<file path="config.mk">
export PLATFORM = sky130hd
export DESIGN_NAME = lvds_link_nios_bridge
export DESIGN_NICKNAME = d
export VERILOG_FILES = /design/src/rtl/lvds_link_pkg.sv /design/src/rtl/lvds_link_fifo.sv /design/src/rtl/lvds_link_nios_bridge.sv
export SDC_FILE = /design/constraint.sdc
export NUM_CORES = 1
export LEC_CHECK = 0
export ABC_AREA = 1
export BUFFER_PORTS_ARGS = -buffer_cell sky130_fd_sc_hd__buf_2
export CELL_PAD_IN_SITES_DETAIL_PLACEMENT = 1
export CELL_PAD_IN_SITES_GLOBAL_PLACEMENT = 1
export CORE_MARGIN = 2
export CORE_UTILIZATION = 30
export CTS_CLUSTER_SIZE = 14
export DETAILED_ROUTE_END_ITERATION = 10
export HOLD_SLACK_MARGIN = 0.05
export MAX_ROUTING_LAYER = met4
export PLACE_DENSITY_LB_ADDON = 0.1
export SETUP_SLACK_MARGIN = 0.5
export SYNTH_ARGS = -nofsm -noshare
export SYNTH_HDL_FRONTEND = slang
export SYNTH_SLANG_ARGS = --single-unit
export TNS_END_PERCENT = 50
</file>
<file path="constraint.sdc">
create_clock -name i_clk -period 5.75 [get_ports i_clk]
set_input_delay 0.2875 -clock i_clk [delete_from_list [all_inputs] [get_ports i_clk]]
set_output_delay 0.2875 -clock i_clk [all_outputs]
set_load 0.05 [all_outputs]
</file>
<file path="src/rtl/lvds_link_pkg.sv">
// rtl/lvds_link_pkg.sv - shared constants for the LVDS link bridge
// Purpose: register map, CTRL/ERR/STATUS bit positions and TX FSM states.
// Ports: none (package).
package lvds_link_pkg;

  // Avalon word addresses
  localparam logic [2:0] ADDR_DATA   = 3'd0;
  localparam logic [2:0] ADDR_STATUS = 3'd1;
  localparam logic [2:0] ADDR_CTRL   = 3'd2;
  localparam logic [2:0] ADDR_ERR    = 3'd3;

  // CTRL bits
  localparam int CTRL_IE_RX    = 0;
  localparam int CTRL_IE_TX    = 1;
  localparam int CTRL_IE_ERR   = 2;
  localparam int CTRL_LOOPBACK = 3;
  localparam int CTRL_W        = 4;

  // ERR bits (write-one-to-clear)
  localparam int ERR_TX_OVF = 0;
  localparam int ERR_RX_OVF = 1;
  localparam int ERR_FRAME  = 2;
  localparam int ERR_W      = 3;

  // STATUS bits
  localparam int ST_TX_EMPTY     = 0;
  localparam int ST_TX_FULL      = 1;
  localparam int ST_RX_EMPTY     = 2;
  localparam int ST_RX_FULL      = 3;
  localparam int ST_TX_LEVEL_LSB = 8;
  localparam int ST_RX_LEVEL_LSB = 16;
  localparam int ST_LEVEL_W      = 5;

  // TX serialiser states
  localparam logic [0:0] TX_IDLE = 1'b0;
  localparam logic [0:0] TX_SEND = 1'b1;

endpackage

</file>
<file path="src/rtl/lvds_link_fifo.sv">
// rtl/lvds_link_fifo.sv - synchronous show-ahead FIFO with level/full/empty
// Purpose: word buffer for the TX and RX directions of the link bridge.
// Ports:
//   i_clk, i_rst        clock, async active-high reset
//   i_push, i_wdata     write strobe and data (ignored when full unless popping)
//   i_pop               read strobe (ignored when empty)
//   o_rdata             head entry, valid whenever o_empty is low
//   o_level             number of stored entries
//   o_full, o_empty     status flags
module lvds_link_fifo #(
  parameter int W     = 32,
  parameter int DEPTH = 16
) (
  input  logic                       i_clk,
  input  logic                       i_rst,
  input  logic                       i_push,
  input  logic [W-1:0]               i_wdata,
  input  logic                       i_pop,
  output logic [W-1:0]               o_rdata,
  output logic [$clog2(DEPTH):0]     o_level,
  output logic                       o_full,
  output logic                       o_empty
);

  localparam int AW = $clog2(DEPTH);

  logic [W-1:0]  r_mem [DEPTH];
  logic [AW-1:0] r_wr_ptr;
  logic [AW-1:0] r_rd_ptr;
  logic [AW:0]   r_level;
  logic          w_do_push;
  logic          w_do_pop;

  // A push into a full FIFO is accepted when the head leaves in the same cycle.
  assign w_do_pop  = i_pop && !o_empty;
  assign w_do_push = i_push && (!o_full || w_do_pop);

  assign o_rdata = r_mem[r_rd_ptr];
  assign o_level = r_level;
  assign o_full  = (r_level == (AW+1)'(DEPTH));
  assign o_empty = (r_level == '0);

  always_ff @(posedge i_clk) begin
    if (w_do_push) begin
      r_mem[r_wr_ptr] <= i_wdata;
    end
  end

  always_ff @(posedge i_clk or posedge i_rst) begin
    if (i_rst) begin
      r_wr_ptr <= '0;
      r_rd_ptr <= '0;
      r_level  <= '0;
    end else begin
      if (w_do_push) begin
        r_wr_ptr <= r_wr_ptr + 1'b1;
      end
      if (w_do_pop) begin
        r_rd_ptr <= r_rd_ptr + 1'b1;
      end
      if (w_do_push && !w_do_pop) begin
        r_level <= r_level + 1'b1;
      end else if (w_do_pop && !w_do_push) begin
        r_level <= r_level - 1'b1;
      end
    end
  end

endmodule

</file>
<file path="src/rtl/lvds_link_nios_bridge.sv">
// rtl/lvds_link_nios_bridge.sv - Avalon-MM to LVDS beat link endpoint
// Purpose: buffers CPU words in TX/RX FIFOs, serialises each word into
// DATA_W/LANE_W beats (LS first, sof on beat 0), reassembles received beats,
// with ready flow control, internal loopback and a level interrupt.
// Ports:
//   i_clk, i_rst                      clock, async active-high reset
//   i_address/i_read/i_write          Avalon slave (read latency 1)
//   i_writedata, o_readdata           Avalon data
//   o_irq                             level interrupt
//   o_tx_out/o_tx_valid/o_tx_sof      TX beat to SERDES
//   i_rdy_from_recv                   far end can take one word
//   i_rx_in/i_rx_valid/i_rx_sof       RX beat from SERDES
//   o_rdy_for_trans                   this end can take one word
//   o_led                             low byte of last received word
module lvds_link_nios_bridge
  import lvds_link_pkg::*;
#(
  parameter int DATA_W = 32,
  parameter int LANE_W = 4,
  parameter int DEPTH  = 16
) (
  input  logic              i_clk,
  input  logic              i_rst,
  input  logic [2:0]        i_address,
  input  logic              i_read,
  input  logic              i_write,
  input  logic [31:0]       i_writedata,
  output logic [31:0]       o_readdata,
  output logic              o_irq,
  output logic [LANE_W-1:0] o_tx_out,
  output logic              o_tx_valid,
  output logic              o_tx_sof,
  input  logic              i_rdy_from_recv,
  input  logic [LANE_W-1:0] i_rx_in,
  input  logic              i_rx_valid,
  input  logic              i_rx_sof,
  output logic              o_rdy_for_trans,
  output logic [7:0]        o_led
);

  localparam int BEATS = DATA_W / LANE_W;
  localparam int LW    = $clog2(DEPTH) + 1;
  localparam int CW    = (BEATS > 1) ? $clog2(BEATS) : 1;

  // Register file
  logic [CTRL_W-1:0] r_ctrl;
  logic [ERR_W-1:0]  r_err;
  logic [31:0]       r_readdata;
  logic              r_rdy_for_trans;
  logic [7:0]        r_led;
  logic [31:0]       w_status;

  // FIFO interfaces
  logic              w_tx_push, w_tx_pop, w_tx_full, w_tx_empty;
  logic [DATA_W-1:0] w_tx_rdata;
  logic [LW-1:0]     w_tx_level;
  logic              w_rx_push, w_rx_pop, w_rx_full, w_rx_empty;
  logic [DATA_W-1:0] w_rx_rdata;
  logic [LW-1:0]     w_rx_level;

  // Serialiser
  logic [0:0]        r_tx_state;
  logic [DATA_W-1:0] r_tx_shift;
  logic [CW-1:0]     r_tx_cnt;
  logic [LANE_W-1:0] r_tx_out;
  logic              r_tx_valid;
  logic              r_tx_sof;
  logic              w_rdy_eff;
  logic              w_tx_last;
  logic              w_tx_start;

  // Assembler
  logic                     r_rx_active;
  logic [CW-1:0]            r_rx_cnt;
  logic [DATA_W-LANE_W-1:0] r_rx_word;
  logic [LANE_W-1:0]        w_rx_beat;
  logic                     w_rx_valid;
  logic                     w_rx_sof;
  logic                     w_rx_last;
  logic [DATA_W-1:0]        w_rx_word;

  // Error events
  logic w_wr_data, w_rd_data, w_wr_ctrl, w_wr_err;
  logic w_tx_ovf, w_rx_ovf, w_frame_err;

  assign w_wr_data = i_write && (i_address == ADDR_DATA);
  assign w_wr_ctrl = i_write && (i_address == ADDR_CTRL);
  assign w_wr_err  = i_write && (i_address == ADDR_ERR);
  assign w_rd_data = i_read  && (i_address == ADDR_DATA);

  assign w_tx_push = w_wr_data;
  assign w_tx_ovf  = w_wr_data && w_tx_full && !w_tx_pop;
  assign w_rx_pop  = w_rd_data && !w_rx_empty;

  lvds_link_fifo #(.W(DATA_W), .DEPTH(DEPTH)) u_tx_fifo (
    .i_clk   (i_clk),
    .i_rst   (i_rst),
    .i_push  (w_tx_push),
    .i_wdata (i_writedata[DATA_W-1:0]),
    .i_pop   (w_tx_pop),
    .o_rdata (w_tx_rdata),
    .o_level (w_tx_level),
    .o_full  (w_tx_full),
    .o_empty (w_tx_empty)
  );

  lvds_link_fifo #(.W(DATA_W), .DEPTH(DEPTH)) u_rx_fifo (
    .i_clk   (i_clk),
    .i_rst   (i_rst),
    .i_push  (w_rx_push),
    .i_wdata (w_rx_word),
    .i_pop   (w_rx_pop),
    .o_rdata (w_rx_rdata),
    .o_level (w_rx_level),
    .o_full  (w_rx_full),
    .o_empty (w_rx_empty)
  );

  // ---------------- TX serialiser ----------------
  // In loopback the far end is ourselves, so our own RX ready gates TX.
  assign w_rdy_eff  = r_ctrl[CTRL_LOOPBACK] ? r_rdy_for_trans : i_rdy_from_recv;
  assign w_tx_last  = (r_tx_state == TX_SEND) && (r_tx_cnt == CW'(BEATS-1));
  // Starting from the last beat lets consecutive words go out with no bubble.
  assign w_tx_start = ((r_tx_state == TX_IDLE) || w_tx_last) && !w_tx_empty && w_rdy_eff;
  assign w_tx_pop   = w_tx_start;

  always_ff @(posedge i_clk or posedge i_rst) begin
    if (i_rst) begin
      r_tx_state <= TX_IDLE;
      r_tx_shift <= '0;
      r_tx_cnt   <= '0;
      r_tx_out   <= '0;
      r_tx_valid <= 1'b0;
      r_tx_sof   <= 1'b0;
    end else if (w_tx_start) begin
      r_tx_state <= TX_SEND;
      r_tx_shift <= w_tx_rdata >> LANE_W;
      r_tx_cnt   <= '0;
      r_tx_out   <= w_tx_rdata[LANE_W-1:0];
      r_tx_valid <= 1'b1;
      r_tx_sof   <= 1'b1;
    end else if (r_tx_state == TX_SEND) begin
      if (w_tx_last) begin
        r_tx_state <= TX_IDLE;
        r_tx_out   <= '0;
        r_tx_valid <= 1'b0;
        r_tx_sof   <= 1'b0;
      end else begin
        r_tx_shift <= r_tx_shift >> LANE_W;
        r_tx_cnt   <= r_tx_cnt + 1'b1;
        r_tx_out   <= r_tx_shift[LANE_W-1:0];
        r_tx_sof   <= 1'b0;
      end
    end
  end

  assign o_tx_out   = r_tx_out;
  assign o_tx_valid = r_tx_valid;
  assign o_tx_sof   = r_tx_sof;

  // ---------------- RX assembler ----------------
  assign w_rx_beat  = r_ctrl[CTRL_LOOPBACK] ? r_tx_out   : i_rx_in;
  assign w_rx_valid = r_ctrl[CTRL_LOOPBACK] ? r_tx_valid : i_rx_valid;
  assign w_rx_sof   = r_ctrl[CTRL_LOOPBACK] ? r_tx_sof   : i_rx_sof;

  // r_rx_cnt is the index of the next beat expected.
  assign w_rx_last   = r_rx_active && (r_rx_cnt == CW'(BEATS-1));
  assign w_rx_push   = w_rx_valid && !w_rx_sof && w_rx_last;
  // The final beat is taken straight from the lane so the word pushes this cycle.
  assign w_rx_word   = {w_rx_beat, r_rx_word};
  assign w_rx_ovf    = w_rx_push && w_rx_full && !w_rx_pop;
  // sof while mid-word, or a non-sof beat while idle, is a framing error.
  assign w_frame_err = w_rx_valid && (w_rx_sof ? r_rx_active : !r_rx_active);

  always_ff @(posedge i_clk or posedge i_rst) begin
    if (i_rst) begin
      r_rx_active <= 1'b0;
      r_rx_cnt    <= '0;
      r_rx_word   <= '0;
      r_led       <= '0;
    end else if (w_rx_valid) begin
      if (w_rx_sof) begin
        r_rx_active              <= 1'b1;
        r_rx_cnt                 <= CW'(1);
        r_rx_word[LANE_W-1:0]    <= w_rx_beat;
      end else if (r_rx_active) begin
        if (w_rx_last) begin
          r_rx_active <= 1'b0;
          r_rx_cnt    <= '0;
          r_led       <= w_rx_word[7:0];
        end else begin
          r_rx_word[r_rx_cnt*LANE_W +: LANE_W] <= w_rx_beat;
          r_rx_cnt                             <= r_rx_cnt + 1'b1;
        end
      end
    end
  end

  assign o_led = r_led;

  // ---------------- Registers ----------------
  always_comb begin
    w_status = '0;
    w_status[ST_TX_EMPTY] = w_tx_empty;
    w_status[ST_TX_FULL]  = w_tx_full;
    w_status[ST_RX_EMPTY] = w_rx_empty;
    w_status[ST_RX_FULL]  = w_rx_full;
    w_status[ST_TX_LEVEL_LSB +: ST_LEVEL_W] = ST_LEVEL_W'(w_tx_level);
    w_status[ST_RX_LEVEL_LSB +: ST_LEVEL_W] = ST_LEVEL_W'(w_rx_level);
  end

  always_ff @(posedge i_clk or posedge i_rst) begin
    if (i_rst) begin
      r_ctrl          <= '0;
      r_err           <= '0;
      r_readdata      <= '0;
      r_rdy_for_trans <= 1'b0;
    end else begin
      if (w_wr_ctrl) begin
        r_ctrl <= i_writedata[CTRL_W-1:0];
      end
      // New error events win over a simultaneous clear.
      r_err <= (r_err & ~(w_wr_err ? i_writedata[ERR_W-1:0] : {ERR_W{1'b0}}))
             | {w_frame_err, w_rx_ovf, w_tx_ovf};
      // Two free slots: one for the word that may already be in flight.
      r_rdy_for_trans <= (w_rx_level <= LW'(DEPTH-2));
      if (i_read) begin
        case (i_address)
          ADDR_DATA:   r_readdata <= w_rx_empty ? 32'h0 : 32'(w_rx_rdata);
          ADDR_STATUS: r_readdata <= w_status;
          ADDR_CTRL:   r_readdata <= 32'(r_ctrl);
          ADDR_ERR:    r_readdata <= 32'(r_err);
          default:     r_readdata <= 32'h0;
        endcase
      end
    end
  end

  assign o_readdata      = r_readdata;
  assign o_rdy_for_trans = r_rdy_for_trans;
  assign o_irq = (r_ctrl[CTRL_IE_RX]  && !w_rx_empty)
               | (r_ctrl[CTRL_IE_TX]  &&  w_tx_empty)
               | (r_ctrl[CTRL_IE_ERR] && (|r_err));

endmodule

</file>
==> impl_metrics.toml <==
[power]
peakVddDrop_mv = 0.447
seqPwrFrac_pct = 39.1
power_density_mw_per_mm2 = 510
leakagePower_nw = 21.0
p_clk_share_pct = 30.5
switchingPower_mw = 11.2
p_int_mw = 17.4
p_comb_share_pct = 30.4
netSwitchingFraction_pct = 39.1

[worst_setup_path]
critical_path_required_ns = 6.19
path_class = "reg2reg"
start_kind = "flop"
critPathCaptureType = "flop"
critPathArrivalTime_ns = 4.68
crit_fanout = 20

[route]
drc = 0
postRouteAntennaNets = 0
vias = 31300
drt_wl_total_um = 157000
firstDrtPassIters = 5
drtIter0Drc = 2003
routed_via_density = 4.76
wl_per_cell_um = 23.8

[global_routing]
grt_use_total_pct = 19.8
grt_pass1_wl_um = 230000
grt_remaining_overflow = 0
antenna_found_initial = 7
grt_start_max_net_pins = 176
grt_pass1_vias = 32500

[sta]
finalSetupViolations = 0
finalSetupTns_ns = 0
period_share_pct = 73.9
rsz0062_at_grt = "no"
tightest_slew_ns = 1.32
fin_ws_ns = 1.50
fmax_mhz = 235
drv_slew = 0
period_minus_slack_ns = 4.25
skew_ns = 0.0255
finalHoldViolations = 0
relSlewSlack_pct = 11.8

[logic_synthesis]
synth-edff-count = 1024
ys_seq_elements = 1168
postSynthCellCount = 4200
ys_seq_area_share_pct = 71.2
synth_area_mm2 = 0.0482
syn_avg_cell_area_um2 = 11.5
synth.distinct_cells = 49
synth-async-reset-ratio_pct = 12.3
ys_warn_count = 0
synthFlopType = "edfxtp_1"
syn-num-nets = 4276

[floorplan]
start_util_pct = 30.1
die_h_um = 405
fp.dieArea_mm2 = 0.164
core-area_mm2 = 0.160
io_pins = 94
rows = 147
die_w_um = 405

[cts]
clkLatencyLatePin_ns = 0.77
post_cts_buffers = 0
path_clk_slew_ns = 0.06
cts-buffers-inserted = 141
cts_sinks = 1168
htreeDepth = 4
cts_root_buffer = "clkbuf_16"
cts_tree = "built"
clockBufferDepth = 3

[worst_hold_path]
hp-class = "in2reg"

[place]
dpl.hpwl_um = 90900
placement.io_buffers = 93
routabilityCongestion = 0.748
dp_slack_ns = 1.48

[layout]
drive_above_1_share_pct = 10.0
area_delta_synth_final_pct = 15.9
fin_nets = 4385

[run_status]
status = "complete, no violations"

[run]
cap_violations = 0
cell usage in the layout, fill, tap and decap left out, types with 9 or more instances in the layout:
cell           count
nand2_1         1141
edfxtp_1        1024
nand3_1          392
nor2_1           354
o21ai_0          256
inv_1            233
clkbuf_16        143
dfrtp_1          136
a21oi_1          120
buf_2             93
o211ai_1          68
buf_4             56
o31ai_1           49
clkbuf_1          44
dlygate4sd3_1     41
nor2_4            32
o21ai_1           28
ha_1              28
clkinv_1          20
clkinv_2          19
o22ai_1           16
xor2_1            13
inv_2              9
nand2_2            9
clkbuf_8           9
through the flow:
step,cell area [um2],hold slack [ns],std cells,util (%),total power [mW]
after floorplan,48200,0.386,4200,-,16.5
after global placement,51000,0.458,6285,31.8,20.3
after detailed placement,51000,0.461,6285,31.8,20.3
after CTS,55900,0.0670,6582,34.9,29.1
after global routing,55900,0.136,6586,34.9,30.2
final,55900,0.128,6587,34.9,28.5
synth_stat cells (28+ instances only):
cell,count,area (um2)
nand2_1,1141,4280
edfxtp_1,1024,30700
nand3_1,392,1960
nor2_1,378,1420
o21ai_0,256,1280
inv_1,237,890
dfrtp_1,144,3600
a21oi_1,120,601
buf_2,112,561
o211ai_1,68,510
clkbuf_1,67,251
o31ai_1,49,368
buf_4,33,248
ha_1,28,350
o21ai_1,28,140
power by group through the flow:
stage / Combinational (mW) / Sequential, mW / Clock (mW)
finish: 8.68 / 11.2 / 8.70
global route: 9.74 / 11.3 / 9.24
CTS: 8.97 / 11.2 / 8.94
detailed placement: 8.92 / 11.4 / 0
global placement: 8.90 / 11.4 / 0
floorplan: 5.64 / 10.9 / 0
final timing paths:
check | from | end | slack (ns) | depth (start not counted)
worst max register to register | r_tx_cnt[0] | u_tx_fifo.r_mem[2][18] | 1.50 | 11
worst min register to register | o_readdata[23] | o_readdata[23] | 0.47 | 2
worst min-delay path | i_rx_in[0] | r_rx_word[16] | 0.13 | 3
worst max-delay path | r_tx_cnt[0] | u_tx_fifo.r_mem[2][18] | 1.50 | 11
max in group asynchronous | i_rst | u_tx_fifo.r_rd_ptr[3] | 4.09 | 4
min in group asynchronous | i_rst | o_readdata[21] | 0.21 | 3
final cells by class:
cell class,count,area [um2]
clock inverter,60,578
antenna,5,12.5
tap,2160,2700
sequential,1168,34400
multi-input combinational,2551,11900
timing repair buffer,197,1440
inverter,250,977
fill,17300,104000
clock buffer,196,3870
cells by family after synthesis:
logic type | after synthesis | share of synthesized area (%)
fa+ha+maj | 30 | 0.809
buf+inv | 481 | 4.49
compound gates | 547 | 6.43
mux | 8 | 0.187
simple gates | 1951 | 16.6
flops | 1168 | 71.2
xor+xnor | 15 | 0.272
critical path, stage by stage, from the launching register on:
cell and delay [ns]:
dfrtp_1 0.37, ha_1 0.16, ha_1 0.17, inv_1 0.05
nand2_1 0.11, o21ai_1 0.08, inv_1 0.07, o21ai_2 0.08
a21oi_1 0.88, nand2_1 0.48, nor2_4 1.00, buf_4 0.43
layer usage:
metal / global-route usage, % / part of all wire, % / up-vias
met1: 25.1 / 45 / 16000
met2: 33.3 / 50 / 453
met5: - / 0 / -
li1: - / - / 14700
met3: 2.72 / 3.2 / 201
met4: 4.98 / 2.1 / 0
registers in the layout (all words and copies together) (netlist names):
register            flops
o_led                   8
o_rdy_for_trans         1
o_readdata             32
o_tx_out                4
o_tx_sof                1
o_tx_valid              1
r_ctrl                  4
r_err                   3
r_rx_active             1
r_rx_cnt                3
r_rx_word              28
r_tx_cnt                3
r_tx_shift             28
r_tx_state              1
u_rx_fifo.o_level       5
u_rx_fifo.r_mem       512
u_rx_fifo.r_rd_ptr      4
u_rx_fifo.r_wr_ptr      4
u_tx_fifo.o_level       5
u_tx_fifo.r_mem       512
u_tx_fifo.r_rd_ptr      4
u_tx_fifo.r_wr_ptr      4
timing repair:
item / 4_1_cts / 5_1_grt
hold buffers: 41 / 0
endpoints found under the hold margin: 627 / 0
resized for setup: 0 / 0
Note: power is estimated with default switching activity, not from simulation.
